$ cat config.mk
export PLATFORM = sky130hd
export DESIGN_NAME = seg7_scan_decoder
export DESIGN_NICKNAME = d
export VERILOG_FILES = /design/src/rtl/seg7_pkg.sv /design/src/rtl/seg7_to_hex.sv /design/src/rtl/seg7_scan_decoder.sv
export SDC_FILE = /design/constraint.sdc
export NUM_CORES = 1
export LEC_CHECK = 0
export CORE_ASPECT_RATIO = 0.7
export CORE_UTILIZATION = 62
export CTS_CLUSTER_DIAMETER = 100
export CTS_CLUSTER_SIZE = 12
export DETAILED_ROUTE_END_ITERATION = 8
export DONT_BUFFER_PORTS = 1
export GPL_ROUTABILITY_DRIVEN = 0
export HOLD_SLACK_MARGIN = 0.06
export PLACE_DENSITY = 0.87
export SYNTH_ARGS = -nofsm -noshare
export SYNTH_HDL_FRONTEND = slang
export SYNTH_SLANG_ARGS = --single-unit
$ cat constraint.sdc
create_clock -name clk -period 2.7 [get_ports clk]
set_input_delay 0.675 -clock clk [delete_from_list [all_inputs] [get_ports clk]]
set_output_delay 0.675 -clock clk [all_outputs]
set_load 0.1 [all_outputs]
$ cat src/rtl/seg7_pkg.sv
// -----------------------------------------------------------------------------
// seg7_pkg
// Shared definitions for the 7-segment scan decoder:
//   - SEG7_0 .. SEG7_F : active-low glyph patterns, bit order {g,f,e,d,c,b,a}
//   - NUM_DIGITS_MAX   : largest supported digit count
//   - scan_state_e     : strobe-qualification FSM states
// -----------------------------------------------------------------------------
package seg7_pkg;

  localparam int NUM_DIGITS_MAX = 8;

  // Active-low glyphs: a 0 bit lights the segment.
  localparam logic [6:0] SEG7_0 = 7'b1000000;
  localparam logic [6:0] SEG7_1 = 7'b1111001;
  localparam logic [6:0] SEG7_2 = 7'b0100100;
  localparam logic [6:0] SEG7_3 = 7'b0110000;
  localparam logic [6:0] SEG7_4 = 7'b0011001;
  localparam logic [6:0] SEG7_5 = 7'b0010010;
  localparam logic [6:0] SEG7_6 = 7'b0000010;
  localparam logic [6:0] SEG7_7 = 7'b1111000;
  localparam logic [6:0] SEG7_8 = 7'b0000000;
  localparam logic [6:0] SEG7_9 = 7'b0010000;
  localparam logic [6:0] SEG7_A = 7'b0001000;
  localparam logic [6:0] SEG7_B = 7'b0000011;
  localparam logic [6:0] SEG7_C = 7'b1000110;
  localparam logic [6:0] SEG7_D = 7'b0100001;
  localparam logic [6:0] SEG7_E = 7'b0000110;
  localparam logic [6:0] SEG7_F = 7'b0001110;

  typedef enum logic [1:0] {
    ST_IDLE  = 2'd0,  // all anodes high (display blank)
    ST_COUNT = 2'd1,  // strobe+pattern seen, waiting for it to hold stable
    ST_HOLD  = 2'd2   // captured (or rejected); wait for the next change
  } scan_state_e;

endpackage

$ cat src/rtl/seg7_to_hex.sv
// -----------------------------------------------------------------------------
// seg7_to_hex
// Combinational decode of an active-low 7-segment pattern back to a hex nibble.
// Patterns outside the 16 legal glyphs decode to nibble 0 with o_err set.
// Ports:
//   i_seg    in  7  segment pattern, active-low, bit0=a .. bit6=g
//   o_nibble out 4  decoded hex value
//   o_err    out 1  pattern is not a legal glyph
// -----------------------------------------------------------------------------
module seg7_to_hex
  import seg7_pkg::*;
(
  input  logic [6:0] i_seg,
  output logic [3:0] o_nibble,
  output logic       o_err
);

  always_comb begin
    // NOTE: defaults first so every path assigns both outputs and no latch is inferred.
    o_nibble = 4'h0;
    o_err    = 1'b0;
    case (i_seg)
      SEG7_0:  o_nibble = 4'h0;
      SEG7_1:  o_nibble = 4'h1;
      SEG7_2:  o_nibble = 4'h2;
      SEG7_3:  o_nibble = 4'h3;
      SEG7_4:  o_nibble = 4'h4;
      SEG7_5:  o_nibble = 4'h5;
      SEG7_6:  o_nibble = 4'h6;
      SEG7_7:  o_nibble = 4'h7;
      SEG7_8:  o_nibble = 4'h8;
      SEG7_9:  o_nibble = 4'h9;
      SEG7_A:  o_nibble = 4'hA;
      SEG7_B:  o_nibble = 4'hB;
      SEG7_C:  o_nibble = 4'hC;
      SEG7_D:  o_nibble = 4'hD;
      SEG7_E:  o_nibble = 4'hE;
      SEG7_F:  o_nibble = 4'hF;
      default: o_err    = 1'b1;
    endcase
  end

endmodule

$ cat src/rtl/seg7_scan_decoder.sv
// -----------------------------------------------------------------------------
// seg7_scan_decoder
// Receive side of a multiplexed 7-segment display bus. Synchronises the segment
// bus and anode strobes, waits for each strobe+pattern to hold stable for
// STABLE_CYCLES cycles, decodes the digit and publishes a complete multi-digit
// value once every digit of a scan frame has been captured.
// Ports:
//   clk          in   1             clock
//   rst_n        in   1             asynchronous active-low reset
//   seg_in       in   7             segments, active-low, bit0=a .. bit6=g (async)
//   an_in        in   NUM_DIGITS    anode strobes, active-low (async)
//   value_out    out  4*NUM_DIGITS  decoded value, digit i at [4i+3:4i]
//   digit_err    out  NUM_DIGITS    captured pattern was not a legal glyph
//   frame_valid  out  1             one-cycle pulse when value_out/digit_err update
//   sync_err     out  1             one-cycle pulse: stable strobe had >=2 anodes low
// -----------------------------------------------------------------------------
module seg7_scan_decoder
  import seg7_pkg::*;
#(
  parameter int NUM_DIGITS    = 4,
  parameter int STABLE_CYCLES = 4,
  parameter int CNT_W         = 3
) (
  input  logic                    clk,
  input  logic                    rst_n,
  input  logic [6:0]              seg_in,
  input  logic [NUM_DIGITS-1:0]   an_in,
  output logic [4*NUM_DIGITS-1:0] value_out,
  output logic [NUM_DIGITS-1:0]   digit_err,
  output logic                    frame_valid,
  output logic                    sync_err
);

  localparam int IDX_W = (NUM_DIGITS > 1) ? $clog2(NUM_DIGITS) : 1;

  // ---------------------------------------------------------------------------
  // Two-flop synchronisers plus a previous-cycle copy for change detection
  // ---------------------------------------------------------------------------
  logic [6:0]            r_seg_s1, r_seg_s2, r_seg_prev;
  logic [NUM_DIGITS-1:0] r_an_s1,  r_an_s2,  r_an_prev;

  always_ff @(posedge clk or negedge rst_n) begin
    if (!rst_n) begin
      // NOTE: synchronisers reset to the inactive (all-high) level so leaving
      // reset never looks like a strobe with every anode low.
      r_seg_s1   <= '1;
      r_seg_s2   <= '1;
      r_seg_prev <= '1;
      r_an_s1    <= '1;
      r_an_s2    <= '1;
      r_an_prev  <= '1;
    end else begin
      // NOTE: non-blocking assignments give every flop the pre-edge value of
      // its source, which is what makes this a real shift chain.
      r_seg_s1   <= seg_in;
      r_seg_s2   <= r_seg_s1;
      r_seg_prev <= r_seg_s2;
      r_an_s1    <= an_in;
      r_an_s2    <= r_an_s1;
      r_an_prev  <= r_an_s2;
    end
  end

  logic w_changed, w_blank;
  assign w_changed = ({r_an_s2, r_seg_s2} != {r_an_prev, r_seg_prev});
  assign w_blank   = &r_an_s2;

  // ---------------------------------------------------------------------------
  // One-hot-to-index encoder with multiple-low detection
  // ---------------------------------------------------------------------------
  logic [IDX_W-1:0] w_idx;
  logic             w_any_low, w_multi_low;

  always_comb begin
    w_idx       = '0;
    w_any_low   = 1'b0;
    w_multi_low = 1'b0;
    for (int i = 0; i < NUM_DIGITS; i++) begin
      if (!r_an_s2[i]) begin
        if (w_any_low) w_multi_low = 1'b1;
        w_any_low = 1'b1;
        w_idx     = IDX_W'(i);
      end
    end
  end

  // ---------------------------------------------------------------------------
  // Glyph decode of the synchronised segment bus
  // ---------------------------------------------------------------------------
  logic [3:0] w_nibble;
  logic       w_glyph_err;

  seg7_to_hex u_dec (
    .i_seg    (r_seg_s2),
    .o_nibble (w_nibble),
    .o_err    (w_glyph_err)
  );

  // ---------------------------------------------------------------------------
  // Stability FSM
  // ---------------------------------------------------------------------------
  scan_state_e      r_state;
  logic [CNT_W-1:0] r_cnt;
  logic             w_stable_hit, w_capture;

  // This edge is the one on which the counter reaches STABLE_CYCLES.
  assign w_stable_hit = (r_state == ST_COUNT) && !w_changed &&
                        (r_cnt == CNT_W'(STABLE_CYCLES - 1));
  assign w_capture    = w_stable_hit && w_any_low && !w_multi_low;

  always_ff @(posedge clk or negedge rst_n) begin
    if (!rst_n) begin
      r_state  <= ST_IDLE;
      r_cnt    <= '0;
      sync_err <= 1'b0;
    end else begin
      sync_err <= 1'b0;
      case (r_state)
        ST_IDLE: begin
          if (!w_blank) begin
            r_state <= ST_COUNT;
            r_cnt   <= CNT_W'(1);
          end
        end
        ST_COUNT: begin
          if (w_changed) begin
            if (w_blank) begin
              r_state <= ST_IDLE;
              r_cnt   <= '0;
            end else begin
              r_cnt   <= CNT_W'(1);
            end
          end else if (w_stable_hit) begin
            r_state  <= ST_HOLD;
            r_cnt    <= CNT_W'(STABLE_CYCLES);
            sync_err <= w_multi_low;
          end else if (r_cnt < CNT_W'(STABLE_CYCLES)) begin
            r_cnt <= r_cnt + CNT_W'(1);
          end
        end
        ST_HOLD: begin
          if (w_changed) begin
            if (w_blank) begin
              r_state <= ST_IDLE;
              r_cnt   <= '0;
            end else begin
              r_state <= ST_COUNT;
              r_cnt   <= CNT_W'(1);
            end
          end
        end
        default: begin
          r_state <= ST_IDLE;
          r_cnt   <= '0;
        end
      endcase
    end
  end

  // ---------------------------------------------------------------------------
  // Shadow capture, frame mask and publish
  // ---------------------------------------------------------------------------
  logic [4*NUM_DIGITS-1:0] r_shadow;
  logic [NUM_DIGITS-1:0]   r_err, r_mask;
  logic                    r_publish;
  logic [NUM_DIGITS-1:0]   w_cap_bit, w_mask_next;

  // A publish clears the mask first, so a capture on the same edge lands in
  // the next frame's mask.
  assign w_cap_bit   = w_capture ? (NUM_DIGITS'(1) << w_idx) : '0;
  assign w_mask_next = (r_publish ? '0 : r_mask) | w_cap_bit;

  always_ff @(posedge clk or negedge rst_n) begin
    if (!rst_n) begin
      r_shadow    <= '0;
      r_err       <= '0;
      r_mask      <= '0;
      r_publish   <= 1'b0;
      value_out   <= '0;
      digit_err   <= '0;
      frame_valid <= 1'b0;
    end else begin
      r_mask      <= w_mask_next;
      r_publish   <= w_capture && (&w_mask_next);
      frame_valid <= r_publish;
      if (r_publish) begin
        value_out <= r_shadow;
        digit_err <= r_err;
      end
      if (w_capture) begin
        r_shadow[{w_idx, 2'b00} +: 4] <= w_nibble;
        r_err[w_idx]                  <= w_glyph_err;
      end
    end
  end

endmodule

==> flow_summary.json <==
{
  "use_met1_pct": 32.1,
  "grt_max_degree": 53,
  "crit_path_end_kind": "flop",
  "report.final.slew_viol_count": 0,
  "seq_area_frac_synth_pct": 61.0,
  "dieWidth_um": 92.5,
  "first_pass_iters": 4,
  "p_sw_share_pct": 21.5,
  "setup-violations-final": 0,
  "fin_ws_ps": 187,
  "maxCapViolCount": 0,
  "share_comb_of_total_power_pct": 3.6,
  "num_vias": 2015,
  "port_buffers": 0,
  "filler_cell_count": 362,
  "syn_nets": 274,
  "routedWlPerCell_um": 17.3,
  "whs_ps": 156,
  "power_density_nw_per_um2": 605,
  "areaGrowthSynthToFinish_pct": 8.66,
  "arrival_ps": 2750,
  "finalHoldViolations": 0,
  "die_y_um": 65.4,
  "hold_class": "input port to asynchronous set/reset pin",
  "fin_skew_ps": 11.0,
  "ys_types": 47,
  "synth_ff_type": "dfrtp_1",
  "numCtsBuffers": 9,
  "max_freq_ghz": 0.398,
  "io-pin-count": 35,
  "intPower_mw": 1.83,
  "antenna_found_initial": 0,
  "grt_overflow": 0,
  "p_clk_share_pct": 38.5,
  "n_antenna_cell": 0,
  "syn_inst": 259,
  "clkLatencyLatePin_ps": 350,
  "netlist_area_um2": 3550,
  "crit_chain": "xor2_1 -> nor4_2 -> nand3_2 -> buf_4 -> o211ai_1 -> mux2_2",
  "wl_mm": 5.95,
  "worst_r2r_path_depth": 6,
  "grt_usage_pct": 23.1,
  "post-route-util_pct": 72.0,
  "async_reset_ff_share_pct": 100,
  "antenna_left": 0,
  "first_global_vias": 2020,
  "ir_worst_vdd_mv": 0.453,
  "leakage_nw": 1.76,
  "grt_pass1_wl_mm": 10.4,
  "cts_sinks": 85,
  "path_max_fanout": 10,
  "synth-edff-count": 0,
  "outcome": "complete, no violations",
  "setup_tns_ps": 0,
  "cp_data_required_time_ps": 2940,
  "yosys_warnings": 0,
  "max_stage_delay_ps": 650,
  "cts_tree": "yes",
  "fin_crit_ps": 2510,
  "rows": 22,
  "grt.busiest_layer": "met2",
  "drive_gt1_share_pct": 39.1,
  "post-route-period-util_pct": 93.1,
  "crit_slowest_cell": "dfstp_2",
  "clkTransAtPathRegs_ps": 80,
  "start_util_pct": 66.2,
  "grtUsageMet2_pct": 34.4,
  "tightest_slew_ps": 928,
  "hpwl_mm": 3.98,
  "slew_headroom_pct": 38.1,
  "core_um2": 5370,
  "seqPwrFrac_pct": 57.9,
  "ys_ff_latch": 85,
  "dieArea_um2": 6040,
  "synth_area_per_cell_um2": 13.7,
  "worst-setup-path-type": "flop to flop",
  "root_buffer": "clkbuf_8",
  "drc": 0,
  "met3_usage_pct": 7.06,
  "drtIter0Drc": 108,
  "preCtsSetupSlack_ps": 49.2,
  "start_kind": "flop",
  "nets": 281,
  "rsz0062_at_grt": "no",
  "htreeDepth": 3,
  "p_sw_uw": 503,
  "avgViaCountPerCell": 5.87,
  "clockBufferDepth": 2
}
cell usage in the layout (no fill, tap or decap), types with 3 or more instances in the layout:
| master | synthesis | final |
|---|---|---|
| a21o_1 | 5 | 5 |
| a21oi_1 | 5 | 5 |
| buf_4 | 0 | 10 |
| clkbuf_8 | 0 | 11 |
| dfrtp_1 | 52 | 52 |
| dfstp_2 | 33 | 33 |
| inv_1 | 8 | 8 |
| mux2_2 | 41 | 41 |
| nand2_1 | 11 | 11 |
| nand2b_1 | 3 | 3 |
| nand3_1 | 9 | 9 |
| nor2_1 | 8 | 8 |
| nor3_1 | 7 | 7 |
| o21ai_0 | 3 | 3 |
| xor2_1 | 12 | 12 |
cell type report:
class | instances | area [µm²] | share of cell area (%)
inverters | 8 | 30.0 | 0.777
clock buffers | 13 | 159 | 4.11
multi-input cells | 151 | 1270 | 32.9
flip-flops and latches | 85 | 2170 | 56.1
repair buffers | 11 | 103 | 2.66
clock inverters | 3 | 42.5 | 1.10
well taps | 72 | 90.1 | 2.33
metrics by stage:
| stage | power (mW) | instance area (µm²) | instances |
|---|---|---|---|
| after floorplan | 1.42 | 3550 | 259 |
| after global placement | 1.43 | 3630 | 325 |
| after detailed placement | 1.44 | 3630 | 325 |
| after CTS | 2.36 | 3850 | 342 |
| after global routing | 2.41 | 3860 | 343 |
| final | 2.34 | 3860 | 343 |
synth_stat cells (all sizes together), types with 3 or more instances:
master	count	area share, %
nand2b	3	0.53
nand2	11	1.2
buf	5	1.4
a21oi	5	0.70
mux2	41	13
nor2	8	0.84
dfstp	33	24
nor3	8	1.3
xor2	12	3.0
clkbuf	10	1.1
nand3	10	1.5
a21o	5	1.1
dfrtp	52	37
nor4	5	2.1
inv	8	0.84
o21ai	3	0.42
worst max-delay path: cells and delay by family (launching register included):
kind | cells | cell delay, ps
XOR/XNOR | 1 | 130
AND/OR/NAND/NOR | 2 | 750
buffers and inverters | 1 | 240
flip-flops | 1 | 650
multiplexers | 1 | 370
AO/OA/AOI/OAI | 1 | 260
metal layers:
| layer | vias up | part of all wire [%] | wire (µm) |
|---|---|---|---|
| met1 | 1003 | 48 | 2830 |
| met2 | 57 | 46 | 2730 |
| met4 | 0 | 1.2 | 74 |
| met5 | - | 0 | 0 |
| met3 | 8 | 5.3 | 314 |
| li1 | 947 | - | - |
worst paths after layout:
check	from	to	slack, ps
setup reg to reg	r_an_s2[1]	r_cnt[0]	190
hold reg to reg	r_seg_s1[4]	r_seg_s2[4]	350
min in group clk	seg_in[1]	r_seg_s1[1]	320
setup / recovery	r_an_s2[1]	r_cnt[0]	190
max in group asynchronous	rst_n	r_shadow[11]	2300
hold / removal	rst_n	r_an_prev[2]	160
sequential cells by signal (all words and copies together) (netlist names):
signal       cells
r_shadow        16
value_out       16
r_seg_prev       7
r_seg_s1         7
r_seg_s2         7
digit_err        4
r_an_prev        4
r_an_s1          4
r_an_s2          4
r_err            4
r_mask           4
r_cnt            3
r_state          2
frame_valid      1
r_publish        1
sync_err         1
cells by family after synthesis:
kind of cell	count (synthesis)	share of synthesized area [%]
DFF	85	61.0
and+or+nand+nor	63	11.8
muxes	41	13.0
AOI/OAI and AO/OA	30	6.48
buffers and inverters	23	3.27
xor gates and xnor gates	14	3.45
adders and majority gates	3	0.985
repair_timing:
action / CTS / global route
buffers inserted: 0 / 1
gates resized for setup: 0 / 0
hold endpoints to repair: 52 / 0
endpoints found under the setup margin: 0 / 5
hold buffers: 1 / 0
power by group through the flow:
stage	sequential (mW)	combinational, mW	clock (mW)
finish	1.35	0.0838	0.900
global route	1.36	0.0934	0.961
CTS	1.35	0.0846	0.919
detailed placement	1.38	0.0645	0
global placement	1.37	0.0616	0
floorplan	1.35	0.0701	0
No activity file was read; power rests on OpenSTA's default activity.
